## src/rtl/v0_display_scanner.sv

```systemverilog
`default_nettype none
// ============================================================================
//  Module      : v0_display_scanner
//  Description : Four-digit multiplexed 7-segment scanner for the CPU $v0
//                register. Shows one 16-bit page of a 32-bit value as hex,
//                with optional leading-zero blanking and an upper-page
//                indicator on the leftmost decimal point.
//  Revision    : 1.0 - initial release
// ============================================================================
module v0_display_scanner #(
  parameter int REFRESH_DIV = 50000,  // clock cycles per digit slot
  parameter int BLANK_LZ    = 1       // 1: blank leading zero digits
) (
  input  logic        CLK_IN,
  input  logic        GLOBALRESET,
  input  logic [31:0] value_in,
  input  logic        page_in,
  output logic [3:0]  digit_out,
  output logic [6:0]  seg_out,
  output logic        dp_out
);

  localparam int              c_PW   = $clog2(REFRESH_DIV);
  localparam logic [c_PW-1:0] c_LAST = c_PW'(REFRESH_DIV - 1);
  localparam logic [6:0]      c_SEG_BLANK = 7'b1111111;

  logic [c_PW-1:0] r_presc;
  logic [1:0]      r_index;
  logic [31:0]     r_snap_val;
  logic            r_snap_page;

  logic            w_tick;
  logic [15:0]     w_hw;
  logic [3:0]      w_nibble;
  logic            w_upper_zero;
  logic            w_blank;
  logic [6:0]      w_seg_hex;

  assign w_tick = (r_presc == c_LAST);

  // Prescaler: one tick per digit slot.
  always_ff @(posedge CLK_IN or negedge GLOBALRESET) begin
    if (!GLOBALRESET) begin
      r_presc <= '0;
    end else if (w_tick) begin
      r_presc <= '0;
    end else begin
      r_presc <= r_presc + 1'b1;
    end
  end

  // Digit index walks 0..3 and wraps naturally in two bits.
  always_ff @(posedge CLK_IN or negedge GLOBALRESET) begin
    if (!GLOBALRESET) begin
      r_index <= 2'd0;
    end else if (w_tick) begin
      r_index <= r_index + 2'd1;
    end
  end

  // Snapshot taken only at the frame boundary so a frame never mixes data.
  always_ff @(posedge CLK_IN or negedge GLOBALRESET) begin
    if (!GLOBALRESET) begin
      r_snap_val  <= 32'd0;
      r_snap_page <= 1'b0;
    end else if (w_tick && (r_index == 2'd3)) begin
      r_snap_val  <= value_in;
      r_snap_page <= page_in;
    end
  end

  assign w_hw = r_snap_page ? r_snap_val[31:16] : r_snap_val[15:0];

  // Select the nibble for the current digit and test the digits at and above it.
  always_comb begin
    w_nibble     = w_hw[3:0];
    w_upper_zero = 1'b0;
    case (r_index)
      2'd0: begin
        w_nibble     = w_hw[3:0];
        w_upper_zero = 1'b0;       // digit 0 is never blanked
      end
      2'd1: begin
        w_nibble     = w_hw[7:4];
        w_upper_zero = (w_hw[15:4] == 12'd0);
      end
      2'd2: begin
        w_nibble     = w_hw[11:8];
        w_upper_zero = (w_hw[15:8] == 8'd0);
      end
      default: begin
        w_nibble     = w_hw[15:12];
        w_upper_zero = (w_hw[15:12] == 4'd0);
      end
    endcase
  end

  assign w_blank = (BLANK_LZ != 0) && w_upper_zero;

  // Active-low hex decode, segment order {a,b,c,d,e,f,g}.
  always_comb begin
    w_seg_hex = c_SEG_BLANK;
    case (w_nibble)
      4'h0: w_seg_hex = 7'b0000001;
      4'h1: w_seg_hex = 7'b1001111;
      4'h2: w_seg_hex = 7'b0010010;
      4'h3: w_seg_hex = 7'b0000110;
      4'h4: w_seg_hex = 7'b1001100;
      4'h5: w_seg_hex = 7'b0100100;
      4'h6: w_seg_hex = 7'b0100000;
      4'h7: w_seg_hex = 7'b0001111;
      4'h8: w_seg_hex = 7'b0000000;
      4'h9: w_seg_hex = 7'b0000100;
      4'hA: w_seg_hex = 7'b0001000;
      4'hB: w_seg_hex = 7'b1100000;
      4'hC: w_seg_hex = 7'b0110001;
      4'hD: w_seg_hex = 7'b1000010;
      4'hE: w_seg_hex = 7'b0110000;
      default: w_seg_hex = 7'b0111000;
    endcase
  end

  // Outputs depend only on registered state; the decimal point flags the upper page.
  always_comb begin
    digit_out = ~(4'b0001 << r_index);
    seg_out   = w_blank ? c_SEG_BLANK : w_seg_hex;
    dp_out    = ~((r_index == 2'd3) && r_snap_page);
  end

endmodule
`default_nettype wire

```

## config.mk

```make
export PLATFORM = sky130hd
export DESIGN_NAME = v0_display_scanner
export DESIGN_NICKNAME = d
export VERILOG_FILES = /design/src/rtl/v0_display_scanner.sv
export SDC_FILE = /design/constraint.sdc
export NUM_CORES = 1
export LEC_CHECK = 0
export ABC_AREA = 1
export CORE_UTILIZATION = 45
export CTS_BUF_LIST = sky130_fd_sc_hd__clkbuf_16
export CTS_CLUSTER_DIAMETER = 200
export CTS_CLUSTER_SIZE = 25
export DETAILED_ROUTE_END_ITERATION = 8
export PLACE_DENSITY = 0.68
export SETUP_SLACK_MARGIN = 0.2
export SYNTH_ARGS = -nofsm -noshare
export SYNTH_HDL_FRONTEND = slang
export SYNTH_SLANG_ARGS = --single-unit
export TNS_END_PERCENT = 30
```

## constraint.sdc

```tcl
create_clock -name CLK_IN -period 2.3 [get_ports CLK_IN]
set_input_delay 0.23 -clock CLK_IN [delete_from_list [all_inputs] [get_ports CLK_IN]]
set_output_delay 0.23 -clock CLK_IN [all_outputs]
set_load 0.05 [all_outputs]
```

Word level (Yosys, flattened, before mapping)
Memories as Yosys holds them, arrays and structs flattened.
Index checks and enable logic that the tools add are counted.
{"block": "totals", "out_inout_bits": 12, "wordCells": 25, "memories": 1, "register_bits": 51, "inputBits": 35, "rom_bits": 112}
{"memory": "(name not given)", "words": 16, "width": 7, "read_ports": 1, "rd_ports_with_merged_regs": 0, "wr": 0, "line_no": "103", "rtl": "case (w_nibble)"}
{"block": "op_classes", "bitwise": 2, "eq_ne": 4, "addsub": 2, "n_shift": 1, "n_reduce_logical": 6, "n_mux": 5}
{"operator": "16-bit 2-to-1 mux", "count": 2}
{"operator": "16-bit by 1-bit adder with 16-bit output (second input constant)", "count": 1}
{"operator": "16-bit equality test (second input constant)", "count": 1}
{"operator": "12-bit zero test", "count": 1}
{"operator": "4-bit one-hot mux with 3 select lines", "count": 1}
{"operator": "8-bit zero test", "count": 1}
{"operator": "7-bit 2-to-1 mux", "count": 1}
{"operator": "2-bit equality test (second input constant)", "count": 2}
{"operator": "4-bit zero test", "count": 1}
{"operator": "4-bit inverter", "count": 1}
{"operator": "1-bit by 2-bit left shift with 4-bit output (first input constant)", "count": 1}
{"operator": "1-bit one-hot mux with 3 select lines", "count": 1}
{"operator": "2-bit by 1-bit adder with 2-bit output (second input constant)", "count": 1}
{"operator": "2-bit by 1-bit equality test with 1-bit output (second input constant)", "count": 1}
{"operator": "1-bit logical AND", "count": 2}
{"operator": "2-bit zero test", "count": 1}
{"operator": "1-bit inverter", "count": 1}

Depth between registers and ports, before layout
{"block": "depth", "depth_word": 4, "ltp_mapped": 14, "mapped_depth_nobuf": 12}

Worst setup path after synthesis
Ideal clock, no wire load.
{"block": "synth_path", "path_kind": "register -> output", "startpoint": "reg r_index[0]", "endpoint": "out seg_out[3]", "path_slack_ns": 0.069, "path_stages_with_launch": 11, "t_required_ns": 2.070, "arrival_ns": 2.001, "n_path_buf": 0, "cell_sequence": "dfrtp_1 ha_1 inv_1 nand2_1 o21ai_2 ha_1 inv_1 nand3_1 nand2_1 nand2_1 nand3_1"}
{"block": "synth_between", "elab_chain_cells": 4, "elab_cells_between_ends": 7, "cone_classes": "eq/ne (2); mux (3); reduce/logical (1); memory (1)"}
{"item": "from (decl)", "line_no": "28", "rtl": "logic [1:0] r_index;"}
{"item": "from (signal assigned)", "line_no": "57", "rtl": "r_index <= r_index + 2'd1;"}
{"item": "2-bit equality test (tied with other cells)", "line_no": "78", "rtl": "case (r_index)"}
{"item": "4-bit one-hot mux with 3 select lines", "line_no": "78"}
{"item": "memory read 16 x 7 bit"}
{"item": "7-bit 2-to-1 mux (*)", "line_no": "126", "rtl": "seg_out = w_blank ? c_SEG_BLANK : w_seg_hex;"}
{"item": "to (decl)", "line_no": "19", "rtl": "output logic [6:0] seg_out,"}
Every way passes the cells marked *; elsewhere a longest branch is shown, timed or not.

Worst setup path after layout
{"block": "layout_path", "startpoint": "reg r_index[1]", "endpoint": "out seg_out[4]"}
Same word-level chain as after synthesis.

==> qor.csv <==
metric,value,unit
Max clock buf depth,2,
drt first-iter violations,239,
status,finished with violations,
Seq cells post-synth,51,
top cell family by delay on the critical path,buffers and inverters,
CTS Buf Count,5,
DRC,4,
Initial Util,47.5,%
Seq pwr share,48.8,%
Final Hold Viols,0,
die area,0.00715,mm2
gr ovfl total,0,
vias in the first global route,2748,
Placer Congestion,0.882,
HP Class,in2async,
post-route cell area,0.00428,mm2
die height,84.6,um
Post-Syn Nets,465,
Final Hold Slack,0.0158,ns
ranking of synthesized cells by area,"dfrtp_1, nand2_1, nand3_1, ha_1, inv_1",
setup TNS,-0.365,ns
worst skew pair latency,0.30,ns
CP Capture Type,output port,
I/O Pins,47,
sequential share of the synthesized area,41.6,%
number of core rows,29,
crit path buf inv count,4,
crit path max-delay cell type,dfrtp_2,
critical path type,reg2out,
Worst Tran Pin Value,0.646,ns
initial antenna violation count,0,
ratio of cells with drive above 1 in the final layout,25.6,%
post-synth top area cell,dfrtp_1,
crit path launch type,flip-flop,
Slew headroom,57.0,%
period utilisation layout,104,%
endpoints failing setup,7,
switching share of power,20.3,%
GRT Resource Usage Total,22.4,%
max cap viols,0,
Yosys top cell area share,41.6,%
drt first pass iters,6,
"commonest non-fill, non-tap cell in the layout",nand2_1,
crit-path cells,"ha_4, inv_2, nand2_2, o21ai_4, buf_6, ha_4, buf_4, nor2_4, nand2_2, nand3_4, buf_12",
CTS root buf,clkbuf_16,
ANT nets after route,0,
vias,2872,
Switch Pwr,372,uW
DIE WIDTH,84.6,um
top fanout value on the critical path,5,
CTS tree,done,
worst clock skew,0.00669,ns
most frequent cells in the layout,"nand2_1, nand3_1, dfrtp_1",
area grow syn2layout,39.4,%
Period minus WS final,2.40,ns
failing checks,"design-rule violations, negative setup slack",
dpl ws,0.0309,ns
LEAKAGE,0.00207,uW
WL per Instance,13.9,um
number of I/O port buffers,46,
Synth cell types,32,
largest net degree at the start of global routing,52,
vias per inst,5.16,
global-route wire length before repair,12800,um
Max IR drop VDD,0.000311,V
final total power,1840,uW
"Arr. time, crit path",2.17,ns
Synth Instances,417,
Worst EP required,2.07,ns
clk sinks,51,
NumNets Final,527,
Syn. warnings,0,
RSZ-0062 raised after global routing,yes,
Internal,1460,uW
CP max stage delay,0.49,ns
combinational power share,4.1,%
fmax,417,MHz
H-tree level count,2,
Pwr Density,429,mW/mm2
cts hold-fix bufs,0,
max-slew violation count,0,
cell area after synthesis,0.00307,mm2
fin worst setup slack,-0.0965,ns
Ant. Diodes,0,
WL final,7720,um
core area,0.00646,mm2
Final HPWL DP,5060,um
Syn Area/Cell,7.36,um2
placed cell areas,0.00364,mm2
"CTS clk-pin slew, worst paths",0.07,ns
clock power share,47.1,%
## timing repair
action | in CTS | in global routing
pin swaps | 16 | 22
cloned | 0 | 0
setup buffers | 7 | 7
resized for setup | 47 | 43
endpoints found under the setup margin | 10 | 42
## per-layer routing
| layer | track usage [%] | part of all wire (%) |
|---|---|---|
| met5 | 0 | 0 |
| met4 | 5.39 | 1.3 |
| met3 | 3.34 | 4.7 |
| met2 | 36.4 | 48 |
| met1 | 31.7 | 46 |
## cell usage after synthesis
cell	number
clkbuf_1	4
nor3_1	8
nand3_1	71
xor2_1	5
nor2_4	1
o21ai_4	1
inv_1	40
o22ai_1	2
nand2_1	152
nor4_1	2
nand4_1	6
nand3b_1	1
nor3b_1	1
o21ai_2	3
buf_2	7
nor2_1	19
nand2_4	1
ha_1	13
buf_12	1
nand2_2	7
buf_6	2
xnor2_1	1
a21oi_2	1
o21ai_0	3
dfrtp_1	51
and2_1	1
a21oi_1	3
nor2_2	4
nand3_2	1
inv_2	3
inv_6	1
nor3_2	1
## power groups by stage
stage / Clock (uW) / Combinational [uW] / Sequential [uW]
after floorplan: 0 / 0.00807 / 914
after global placement: 0 / 76.1 / 914
after detailed placement: 0 / 77.0 / 914
after CTS: 874 / 77.2 / 896
after global routing: 907 / 83.2 / 896
final: 865 / 74.9 / 896
## worst reg2reg max path: stages (launching register included)
cell and delay, ns:
dfrtp_1 0.37, ha_1 0.21, nand3_1 0.17, nor2_1 0.14
nand2_1 0.09, inv_2 0.22, buf_4 0.34, nand3_1 0.16
nand2_1 0.10
## path summary, 6_finish.rpt
kind,start,to,slack (ns),cells after the start
setup / recovery,r_index[1],seg_out[4],-0.1,11
hold / removal,GLOBALRESET,r_presc[2],0.02,2
setup reg to reg,r_presc[0],r_snap_page,0.42,8
hold reg to reg,r_presc[0],r_presc[0],0.46,1
max in group asynchronous,GLOBALRESET,r_index[1],1.79,2
min in group CLK_IN,r_presc[0],r_presc[0],0.46,1
## area by class of cell
| class | instances | area [um2] |
|---|---|---|
| Fill cell | 540 | 2180 |
| Multi-Input combinational cell | 308 | 1850 |
| Sequential cell | 51 | 1280 |
| Timing Repair Buffer | 69 | 706 |
| Inverter | 44 | 178 |
| Clock buffer | 5 | 125 |
| Tap cell | 77 | 96.3 |
| Clock inverter | 3 | 46.3 |
## metrics by stage
step | cells | util [%]
floorplan | 417 | -
global placement | 535 | 56.4
detailed placement | 535 | 56.4
CTS | 550 | 62.8
global route | 557 | 66.2
finish | 557 | 66.2
## flip-flops by register name, summed over array words and instances, names as in the netlist
signal,flops
r_snap_val,32
r_presc,16
r_index,2
r_snap_page,1
## cell families (layout without fill, tap and decap cells)
| logic type | Yosys count | in the layout | share of synthesized area, % |
|---|---|---|---|
| flops | 51 | 51 | 41.6 |
| compound gates | 13 | 13 | 3.06 |
| buf+inv | 58 | 121 | 8.56 |
| simple gates | 276 | 276 | 39.8 |
| fa+ha+maj | 13 | 13 | 5.30 |
| xor+xnor | 6 | 6 | 1.71 |
(Power assumes the default switching activity.)
